### config.mk
export PLATFORM = sky130hd
export DESIGN_NAME = gps_round_seq
export DESIGN_NICKNAME = d
export VERILOG_FILES = /design/src/rtl/gps_round_seq.sv
export SDC_FILE = /design/constraint.sdc
export NUM_CORES = 1
export LEC_CHECK = 0
export ABC_AREA = 0
export CORE_AREA = 2 2 223 225
export CTS_BUF_LIST = sky130_fd_sc_hd__clkbuf_2 sky130_fd_sc_hd__clkbuf_4 sky130_fd_sc_hd__clkbuf_8
export DETAILED_ROUTE_END_ITERATION = 6
export DIE_AREA = 0 0 225 227
export PLACE_DENSITY = 0.61
export SKIP_CTS_REPAIR_TIMING = 1
export SLEW_MARGIN = 20
export SYNTH_ARGS = -nofsm -noshare
export SYNTH_HDL_FRONTEND = slang
export SYNTH_SLANG_ARGS = --single-unit
### constraint.sdc
create_clock -name sys_clk_50 -period 13.4 [get_ports sys_clk_50]
set_input_delay 1.34 -clock sys_clk_50 [delete_from_list [all_inputs] [get_ports sys_clk_50]]
set_output_delay 1.34 -clock sys_clk_50 [all_outputs]
set_load 0.01 [all_outputs]
### src/rtl/gps_round_seq.sv
// gps_round_seq: sequences one GPS code-generation round (core soft reset, startRound, timed capture of ca/p/l codes).
// Optional back-to-back rounds are enabled by defining GPS_ROUND_SEQ_AUTORUN_EN.
module gps_round_seq #(
    parameter int RST_CYCLES     = 4,
    parameter int TIMEOUT_CYCLES = 4096,
    parameter int AUTORUN_GAP    = 64
) (
    input  logic         sys_clk_50,
    input  logic         rst,
    input  logic         start_req,
    input  logic         abort,
    input  logic         key_ready,
    input  logic         autorun_en,
    input  logic         l_code_valid,
    input  logic [12:0]  ca_code,
    input  logic [127:0] p_code,
    input  logic [127:0] l_code,
    output logic         dut_rst,
    output logic         start_round,
    output logic [12:0]  ca_code_q,
    output logic [127:0] p_code_q,
    output logic [127:0] l_code_q,
    output logic         busy,
    output logic         done,
    output logic         timeout_err,
    output logic         key_err,
    output logic [15:0]  round_count
);
`ifdef GPS_ROUND_SEQ_AUTORUN_EN
    typedef enum logic [2:0] {IDLE, RST_DUT, START, WAIT, GAP} state_t;
`else
    typedef enum logic [2:0] {IDLE, RST_DUT, START, WAIT} state_t;
    logic unused_cfg;
    assign unused_cfg = autorun_en ^ (AUTORUN_GAP == 0);
`endif
    state_t      state, nxt;
    logic [15:0] cnt;
    logic        go, capture, tmo, kset;
    // State register; cnt restarts on every state change so it times the current state
    always_ff @(posedge sys_clk_50 or posedge rst)
        if (rst) begin
            state <= IDLE;
            cnt   <= '0;
        end else begin
            state <= nxt;
            cnt   <= (nxt != state) ? '0 : cnt + 16'd1;
        end
    // Next-state and event decode; abort, then key loss, override everything in a running round
    always_comb begin
        nxt     = state;
        go      = 1'b0;
        capture = 1'b0;
        tmo     = 1'b0;
        kset    = 1'b0;
        case (state)
            IDLE: begin
                go   = start_req & key_ready;
                kset = start_req & ~key_ready;
                nxt  = go ? RST_DUT : IDLE;
            end
            RST_DUT: nxt = (cnt == 16'(RST_CYCLES - 1)) ? START : RST_DUT;
            START:   nxt = WAIT;
            WAIT: begin
                capture = l_code_valid;
                tmo     = ~l_code_valid & (cnt == 16'(TIMEOUT_CYCLES - 1));
`ifdef GPS_ROUND_SEQ_AUTORUN_EN
                nxt = capture ? (autorun_en ? GAP : IDLE) : tmo ? IDLE : WAIT;
`else
                nxt = (capture | tmo) ? IDLE : WAIT;
`endif
            end
`ifdef GPS_ROUND_SEQ_AUTORUN_EN
            GAP: begin
                go  = autorun_en & (cnt == 16'(AUTORUN_GAP - 1));
                nxt = !autorun_en ? IDLE : go ? RST_DUT : GAP;
            end
`endif
            default: nxt = IDLE;
        endcase
        if (state != IDLE && (abort || !key_ready)) begin
            nxt     = IDLE;
            go      = 1'b0;
            capture = 1'b0;
            tmo     = 1'b0;
            kset    = ~abort;
        end
    end
    // Capture registers, sticky status flags and saturating round counter
    always_ff @(posedge sys_clk_50 or posedge rst)
        if (rst) begin
            ca_code_q   <= '0;
            p_code_q    <= '0;
            l_code_q    <= '0;
            done        <= 1'b0;
            timeout_err <= 1'b0;
            key_err     <= 1'b0;
            round_count <= '0;
        end else begin
            if (go) begin
                done        <= 1'b0;
                timeout_err <= 1'b0;
                key_err     <= 1'b0;
            end
            if (capture) begin
                ca_code_q   <= ca_code;
                p_code_q    <= p_code;
                l_code_q    <= l_code;
                done        <= 1'b1;
                round_count <= (&round_count) ? round_count : round_count + 16'd1;
            end
            if (tmo) timeout_err <= 1'b1;
            if (kset) key_err <= 1'b1;
        end
    assign dut_rst     = (state == RST_DUT);
    assign start_round = (state == START);
    assign busy        = (state != IDLE);
endmodule

# Yosys cells after proc, flatten, opt, wreduce, memory -nomap -nowiden

Cells that the tools add are included.

Input port bits: 276
Logic and storage cells: 53
Register bits after elaboration: 307

Multiplexer cells: 18
Eq/ne operators: 6
Reduce and logical (&&, ||, !) cells: 10
Bitwise logic cells: 8
$add $sub $neg: 2

Operators by type and width:

| kind                                            | count |
|---|---|
| adder 16 x 1 -> 16 bit, second input constant   | 2 |
| == test 16 x 12 -> 1 bit, second input constant | 1 |
| == test 16 x 2 -> 1 bit, second input constant  | 1 |
| 2-to-1 mux 16 bit                               | 1 |
| AND reduction 16 bit                            | 1 |
| 2-to-1 mux 1 bit                                | 13 |
| one-hot mux 2 bit (4 select lines)              | 1 |
| == test 3 x 2 -> 1 bit, second input constant   | 2 |
| nonzero test 2 bit                              | 3 |
| 2-to-1 mux 2 bit                                | 2 |
| inverter 1 bit                                  | 4 |
| AND 1 bit                                       | 3 |
| == test 3 x 1 -> 1 bit, second input constant   | 1 |
| zero test 3 bit                                 | 1 |
| 2-to-1 mux 3 bit                                | 1 |
| != test 3 bit                                   | 1 |
| nonzero test 3 bit                              | 1 |
| AND reduction 2 bit                             | 1 |
| logical AND 1 bit                               | 1 |
| zero test 1 bit                                 | 1 |
| logical OR 1 bit                                | 1 |
| bitwise OR 1 bit                                | 1 |

# Longest topological paths before layout

Gate-level depths: netlist of the first run.

Word-level depth: 8
Mapped depth: 7
Mapped depth without buffers: 6

# Worst setup path after synthesis of the first run

No wires, ideal clock.

Path type: input port to flip-flop
Start: in abort
End: reg l_code_q[100]
Data required time: 13.335 ns
Library setup time: 0.065 ns
Arrival: 2.507 ns
Stages: 7
Slack: 10.828 ns
Buffers on the path: 3
Path through: and3b_1 -> nand3_1 -> clkbuf_1 -> clkbuf_1 -> buf_2 -> nand2_1 -> nand2_1

Word-level cells in the longest chain between the ends: 3

Ends and longest elaborated chain:

| item                   | line | RTL |
|---|---|---|
| start: declaration     | 11   | `input logic abort,` |
| logical OR 1 bit       | 80   | `if (state != IDLE && (abort \|\| !key_ready)) begin` |
| logical AND 1 bit      | 80   |  |
| 2-to-1 mux 1 bit       | 80   |  |
| end signal: assignment | 107  | `l_code_q <= l_code;` |
| end: declaration       | 22   | `output logic [127:0] l_code_q,` |

Every way passes these cells.
A chain may end at the register's enable or synchronous reset.

# Worst setup path after layout of the first run

Start: in key_ready
End: reg l_code_q[97]

Word-level cells in the longest chain between the ends: 4

Ends and longest elaborated chain:

| item               | line | RTL |
|---|---|---|
| start: declaration | 12   | `input logic key_ready,` |
| zero test 1 bit    | 80   |  |
| logical OR 1 bit   | 80   |  |
| logical AND 1 bit  | 80   |  |
| 2-to-1 mux 1 bit   | 80   |  |

Every way passes these cells.

==> results of run 1 <==
## layout make-up
cell class                      instances  area [um2]  area share [%]
Antenna cell                            1        2.50          0.0129
Clock buffer                           91        1140            5.89
Clock inverter                         10         105           0.543
Inverter                                3        18.8          0.0970
Multi-Input combinational cell        940        3920            20.2
Sequential cell                       306        7660            39.6
Tap cell                              622         778            4.02
Timing Repair Buffer                  574        5720            29.6
## worst max-delay path, cell delays in order
cell             delay (ps)
clkdlybuf4s50_1         560
and3b_1                 260
and3_4                  410
buf_4                   610
buf_4                   730
nand2_1                 320
nand2_1                 130
## layer usage
layer	up-vias	part of all wire [%]	global-route usage (%)
met5	-	0	0
met4	0	2.5	4.85
met3	59	9.1	5.36
met2	413	49	24.5
met1	4939	40	17.2
li1	5157	-	-
## power groups by stage
stage          Sequential, W  Combinational (W)  Clock, W
2_1_floorplan        0.00101          0.0000536         0
3_3_place_gp        0.000995           0.000234         0
3_5_place_dp        0.000997           0.000235         0
4_1_cts             0.000981           0.000237   0.00101
5_1_grt             0.000986           0.000253   0.00105
6_report            0.000981           0.000232  0.000969
## path summary, 6_finish.rpt
check | slack, ps | startpoint | endpoint | cells past startpoint
worst max-delay path | 9440 | key_ready | l_code_q[97] | 7
worst min-delay path | 470 | l_code_q[35] | l_code_q[35] | 2
worst max register to register | 10310 | state[0] | l_code_q[97] | 6
worst min register to register | 470 | l_code_q[35] | l_code_q[35] | 2
max in group asynchronous | 9930 | rst | l_code_q[65] | 4
min in group asynchronous | 1260 | rst | p_code_q[92] | 2
## cells in the final DEF (no fill, tap or decap), types with 2 or more instances in the layout
cell / count
o21ai_0: 2
clkbuf_8: 73
ha_1: 2
o21a_1: 2
clkdlybuf4s50_1: 565
xor2_1: 8
clkinv_2: 6
nor4_1: 3
nand3_1: 10
xnor2_1: 21
inv_1: 2
dfrtp_1: 306
nand2_1: 824
clkinvlp_4: 2
nor2b_1: 5
clkbuf_4: 18
nand4_1: 12
bufinv_16: 2
nor3_1: 2
and4_1: 2
nor2_1: 26
buf_4: 9
and3_1: 2
## sequential cells by signal (all words and copies together) (netlist names)
register and cells:
done 1, cnt 16, round_count 16, l_code_q 128
ca_code_q 13, timeout_err 1, key_err 1, state 2
p_code_q 128
## Yosys cell counts, types with 2 or more instances
| master | number | share of area, % |
|---|---|---|
| and3_1 | 3 | 0.16 |
| and4_1 | 2 | 0.15 |
| buf_1 | 7 | 0.22 |
| buf_2 | 22 | 0.93 |
| clkbuf_1 | 32 | 1.0 |
| dfrtp_1 | 306 | 65 |
| ha_1 | 2 | 0.21 |
| inv_1 | 3 | 0.095 |
| nand2_1 | 824 | 26 |
| nand3_1 | 11 | 0.47 |
| nand4_1 | 12 | 0.63 |
| nor2_1 | 26 | 0.82 |
| nor2b_1 | 5 | 0.26 |
| nor3_1 | 2 | 0.085 |
| nor4_1 | 3 | 0.16 |
| o21a_1 | 2 | 0.13 |
| o21ai_0 | 2 | 0.085 |
| xnor2_1 | 21 | 1.6 |
| xor2_1 | 8 | 0.59 |
## per-stage QoR
step,worst slack (ps),instance area [um2],util (%),hold slack (ps),power [W]
global placement,8830,18100,37.3,458,0.00123
CTS,9530,19300,39.8,475,0.00223
finish,9440,19300,39.8,469,0.00218
global route,9270,19300,39.8,491,0.00229
floorplan,3600,11800,-,450,0.00106
detailed placement,8840,18100,37.3,461,0.00123
## logic make-up (layout without fill, tap and decap cells)
| logic type | Yosys count | count (layout) |
|---|---|---|
| multiplexers | 1 | 1 |
| flip-flops | 306 | 306 |
| AND/OR/NAND/NOR | 899 | 899 |
| other | 0 | 1 |
| buffers and inverters | 65 | 678 |
| adder cells (fa/ha/maj) | 2 | 2 |
| XOR/XNOR | 29 | 29 |
| AO/OA/AOI/OAI | 9 | 9 |
==> impl_metrics.tcl, run 1 <==
set metrics [dict create \
    run_status "finished clean" \
    cp-start-kind "primary input" \
    grt_max_degree 114 \
    stdcell_count 2547 \
    vias 10600 \
    synth_enable_flop_cells 0 \
    synth_top_family_by_area "simple AND/OR/NAND/NOR gates" \
    p_sw_share_pct 23.2 \
    via_per_inst 4.15 \
    grt_pass1_wl_um 58800 \
    setup_viol 0 \
    io_pins 567 \
    layout.nets 2159 \
    worst_pin_slew_ps 1110 \
    min_period_over_period_pct 29.6 \
    rsz0062_at_grt "no" \
    drv_cap 0 \
    hpwl_um 27500 \
    drc 0 \
    fin_tns_setup_ps 0 \
    tritoncts "yes" \
    fp.coreArea_um2 48500 \
    drive_gt1_share_pct 6.29 \
    dieArea_um2 51100 \
    pwr-share-clk_pct 44.4 \
    synthAdderAreaFrac_pct 0.211 \
    synth-seq-cells 306 \
    cts_root_buffer "clkbuf_8" \
    finalMaxSlewViolations 0 \
    syn_area_um2 11800 \
    end_kind "flop" \
    grt_remaining_overflow 0 \
    yosys.cell_types.count 37 \
    drt_wl_total_um 38800 \
    relSlewSlack_pct 25.9 \
    gp_congestion 0.785 \
    syn_nets 1589 \
    clock_sink_count 306 \
    first_pass_iters 4 \
    nFillCells 4885 \
    antenna_found_initial 0 \
    wire_per_inst_um 15.2 \
    yosys.area_share.simple_pct 29.8 \
    path_class "primary input to flop" \
    fin_worst_skew_ps 18.8 \
    syn_area_per_cell_um2 9.03 \
    gr-usage-all-layers_pct 14.6 \
    worstSkewPairLatency_ps 620 \
    period_needed_ps 3960 \
    power.density_nw_per_um2 113 \
    syn2layout_area_growth_pct 63.4 \
    synth_compound_area_share_pct 0.645 \
    die_h_um 227 \
    die_w_um 225 \
    numCtsBuffers 56 \
    dpl.cell_count 2445 \
    internal_power_w 0.00168 \
    drt_iter0_drc 452 \
    io_buffers 565 \
    postSynth.asyncResetShare_pct 100 \
    yosys_warnings 0 \
    fmax_mhz 252 \
    vdd_drop_max_v 0.0000815 \
    muxShareOfSynthArea_pct 0.0952 \
    final-hold-violation-count 0 \
    rows 81 \
    min_path_type "flop to flop" \
    start_util_pct 24.4 \
    cp_max_fo 80 \
    synth_seq_area_share_pct 64.7 \
    critPathRequiredTime_ps 13940 \
    clkTransAtPathRegs_ps 60 \
    cts_buffer_depth 3 \
    power_frac_comb_pct 10.6 \
    synth_xor_area_share_pct 2.15 \
    ctsHtreeMaxLevel 2 \
    leakagePower_nw 9.54 \
    antenna_left 0 \
    first_global_vias 10700 \
    p_sw_w 0.000507 \
    ys.flop_type "dfrtp_1" \
    syn_inst 1311 \
    arrival_ps 4500 \
    p_seq_share_pct 45.0 \
]
(Power assumes the default switching activity.)
==> run 2, diff against run 1 <==
- clock period: 13.4 -> 4 ns (I/O delays scaled with it)
==> impl_metrics.tcl, run 2 (same netlist as run 1, synthesis figures left out) <==
set metrics [dict create \
    fin_worst_skew_ps 11.2 \
    worstSkewPairLatency_ps 610 \
    io_buffers 565 \
    final-hold-violation-count 0 \
    dpl_worst_slack_ps 1430 \
    power.density_nw_per_um2 369 \
    wire_per_inst_um 15.2 \
    first_global_vias 10800 \
    reg_top3 "l_code_q (128), p_code_q (128)" \
    hpwl_um 28100 \
    first_pass_iters 4 \
    period_needed_ps 2390 \
    drt_iter0_drc 462 \
    rsz0062_at_grt "no" \
    cp-start-kind "flop" \
    die_w_um 225 \
    cts_root_buffer "clkbuf_8" \
    gr-usage-all-layers_pct 14.6 \
    r2r_end "p_code_q[69]" \
    drive_gt1_share_pct 6.43 \
    worst_slack_ps 1610 \
    clock_sink_count 306 \
    clkTransAtPathRegs_ps 60 \
    die_h_um 227 \
    relSlewSlack_pct 34.7 \
    grt_max_degree 180 \
    ctsHtreeMaxLevel 2 \
    nFillCells 4863 \
    via_per_inst 4.16 \
    min_path_type "primary input to asynchronous set/reset pin" \
    min_period_over_period_pct 59.7 \
    grt_remaining_overflow 0 \
    most-common-layout-cells "824 x nand2_1, 565 x clkdlybuf4s50_1, 306 x dfrtp_1" \
    fin_tns_setup_ps 0 \
    arrival_ps 1990 \
    io_pins 567 \
    dieArea_um2 51100 \
    finalMaxSlewViolations 0 \
    critPathRequiredTime_ps 3600 \
    fp.coreArea_um2 48500 \
    rows 81 \
    path_class "flop to output pin" \
    worst_pin_slew_ps 980 \
    cts_buffer_depth 3 \
    grt_pass1_wl_um 59100 \
    gp_congestion 0.794 \
    r2r_setup_slack_ps 1990 \
    tritoncts "yes" \
    vias 10600 \
    end_kind "output pin" \
    fmax_mhz 419 \
    start_util_pct 24.4 \
    drv_cap 0 \
    setup_viol 0 \
    layout.nets 2167 \
    syn2layout_area_growth_pct 64.0 \
    drt_wl_total_um 38800 \
    antenna_left 0 \
    n_antenna_cell 0 \
    r2r_start "state[0]" \
    run_status "finished clean" \
    antenna_found_initial 0 \
    final_common_cell "nand2_1" \
    cp_max_fo 10 \
    vdd_drop_max_v 0.000234 \
    numCtsBuffers 56 \
    r2r_cells 5 \
    drc 0 \
    leakagePower_nw 9.55 \
]
## run 2: cell types whose count changed in the layout (fill, tap and decap cells not counted), moves of 2 or more
| cell | delta |
|---|---|
| buf_12 | +7 |
| clkbuf_8 | -6 |
| clkinvlp_4 | +3 |
| clkbuf_4 | -2 |
## run 2: how the worst max path moves through the flow
stage	startpoint	to	slack [ps]	cells after the start
finish	state[1]	busy	1610	3
global route	state[1]	busy	1490	3
CTS	state[1]	start_round	1540	2
detailed placement	key_ready	p_code_q[121]	1430	6
global placement	key_ready	p_code_q[69]	1470	6
floorplan	rst	ca_code_q[0]	-470	1
## run 2: metrics by stage
step                      hold WS [ps]  util, %  area [um2]  instances  total power [W]
after floorplan                    450        -       11800       1311          0.00356
after global placement             457     37.6       18200       2453          0.00412
after detailed placement           461     37.6       18200       2453          0.00414
after CTS                          157     40.0       19400       2549          0.00730
after global routing               194     40.0       19400       2549          0.00751
final                              212     40.0       19400       2549          0.00716
## run 2: cell type report
| cell class | count | area (um2) | area share, % |
|---|---|---|---|
| flip-flops and latches | 306 | 7660 | 39.5 |
| multi-input cells | 940 | 3920 | 20.2 |
| well taps | 622 | 778 | 4.01 |
| repair buffers | 582 | 5870 | 30.2 |
| clock inverters | 13 | 129 | 0.664 |
| inverters | 3 | 15.0 | 0.0774 |
| clock buffers | 83 | 1040 | 5.37 |
## run 2: power by group
part           switching [W]  total [W]  internal, W
Sequential         0.0000722    0.00329      0.00322
Clock                0.00130    0.00308      0.00179
Combinational       0.000302   0.000789     0.000486
Total                0.00167    0.00716      0.00549
## run 2: worst max-delay path: stages, from the launching register on
cell	delay [ps]
dfrtp_1	500
nor2_1	310
inv_1	70
clkdlybuf4s50_1	510
## run 2: routing by layer
| layer | routed length (um) | GRT usage (%) | vias up |
|---|---|---|---|
| met2 | 18900 | 24.9 | 397 |
| met4 | 879 | 4.55 | 0 |
| li1 | - | - | 5163 |
| met1 | 15800 | 17.2 | 4983 |
| met5 | 0 | 0 | - |
| met3 | 3260 | 5.06 | 60 |
==> run 3, diff against run 2 <==
- CORE_AREA: 2 2 223 225 -> 2 2 221 223
- DIE_AREA: 0 0 225 227 -> 0 0 223 225
- PLACE_DENSITY: 0.61 -> 0.63
- clock period: 4 -> 2 ns (I/O delays scaled with it)
==> impl_metrics.tcl, run 3 (same netlist as run 1, synthesis figures left out) <==
set metrics [dict create \
    cpLargestDelayFamily "buffers and inverters" \
    path_class "flop to output pin" \
    numCtsBuffers 54 \
    antenna_left 0 \
    vdd_drop_max_v 0.000477 \
    finish.instance_area_um2 19800 \
    cts_root_buffer "clkbuf_8" \
    antenna_found_initial 3 \
    wire_per_inst_um 15.4 \
    worstSkewPairLatency_ps 600 \
    drc 0 \
    fin_tns_setup_ps 0 \
    critPathSlowestCell "clkdlybuf4s50_1" \
    fin_worst_skew_ps 11.6 \
    hpwl_um 29400 \
    grt_pass1_wl_um 61300 \
    critPathRequiredTime_ps 1800 \
    fmax_mhz 531 \
    cp-start-kind "flop" \
    slowest_delay_ps 610 \
    io_buffers 565 \
    ctsHtreeMaxLevel 2 \
    syn2layout_area_growth_pct 67.2 \
    gr-usage-all-layers_pct 15.3 \
    path_buf_inv 1 \
    drt_wl_total_um 39700 \
    grt_max_degree 68 \
    finalMaxSlewViolations 0 \
    rows 80 \
    vias 10800 \
    run_status "finished clean" \
    placed_area_um2 18600 \
    power.density_nw_per_um2 728 \
    most-common-layout-cells "824 x nand2_1, 561 x clkdlybuf4s50_1, 304 x dfrtp_1" \
    cts_buffer_depth 3 \
    first_pass_iters 5 \
    cp_max_fo 5 \
    die_w_um 223 \
    drt_iter0_drc 542 \
    clkTransAtPathRegs_ps 60 \
    reg_top3 "l_code_q (128), p_code_q (128)" \
    tritoncts "yes" \
    gp_congestion 0.847 \
    relSlewSlack_pct 72.9 \
    layout.nets 2201 \
    final_common_cell "nand2_1" \
    period_needed_ps 1880 \
    min_period_over_period_pct 94.1 \
    crit_chain "clkdlybuf4s50_1" \
    final-hold-violation-count 0 \
    die_h_um 225 \
    arrival_ps 1680 \
    clock_sink_count 306 \
    leakagePower_nw 9.83 \
    dieArea_um2 50200 \
    worst_pin_slew_ps 403 \
    drv_cap 0 \
    stdcell_count 2574 \
    setup_viol 0 \
    via_per_inst 4.20 \
    min_path_type "primary input to asynchronous set/reset pin" \
    drive_gt1_share_pct 8.27 \
    fp.coreArea_um2 47500 \
    grt_remaining_overflow 0 \
    end_kind "output pin" \
    dpl.cell_count 2479 \
    io_pins 567 \
    start_util_pct 24.9 \
    finalPower_w 0.0144 \
    first_global_vias 11100 \
]
## run 3: final cells by class
class                           count  area (um2)
Fill cell                        4667       27800
Sequential cell                   306        7660
Timing Repair Buffer              617        6220
Multi-Input combinational cell    941        3960
Clock buffer                       84        1060
Tap cell                          615         769
Clock inverter                      7         110
Inverter                            3        15.0
Antenna cell                        1        2.50
## run 3: worst reg2reg max path, stage by stage (launching register included)
cell	delay, ps
dfrtp_1	410
or4_4	580
nor4_4	250
or2b_2	200
o311a_4	260
nor2_1	70
## run 3: where the power goes
group / internal [W] / switching (W)
logic: 0.00100 / 0.000619
clock network: 0.00370 / 0.00251
registers: 0.00643 / 0.000149
## run 3: worst paths after layout
check | startpoint | endpoint | slack (ps) | depth (start not counted)
min in group sys_clk_50 | l_code[90] | l_code_q[90] | 120 | 3
min | rst | round_count[9] | 10 | 3
min reg2reg | p_code_q[82] | p_code_q[82] | 470 | 2
max | round_count[10] | round_count[10] | 120 | 1
max reg2reg | cnt[12] | cnt[13] | 120 | 5
max in group asynchronous | rst | l_code_q[75] | 1370 | 4
## run 3: stage by stage
stage	setup slack [ps]	util [%]	hold WS, ps
2_1_floorplan	-2270	-	305
3_3_place_gp	57.3	39.0	456
3_5_place_dp	41.2	39.0	461
4_1_cts	-287	41.5	-33.6
5_1_grt	-11.3	41.6	7.54
6_report	118	41.6	10.1
## run 3: metal layers
layer	vias up	global-route usage (%)	part of all wire [%]
met5	-	0	0.060
met4	4	6.45	3.6
met3	90	4.76	7.9
met2	426	26.2	49
met1	5062	17.9	40
li1	5233	-	-
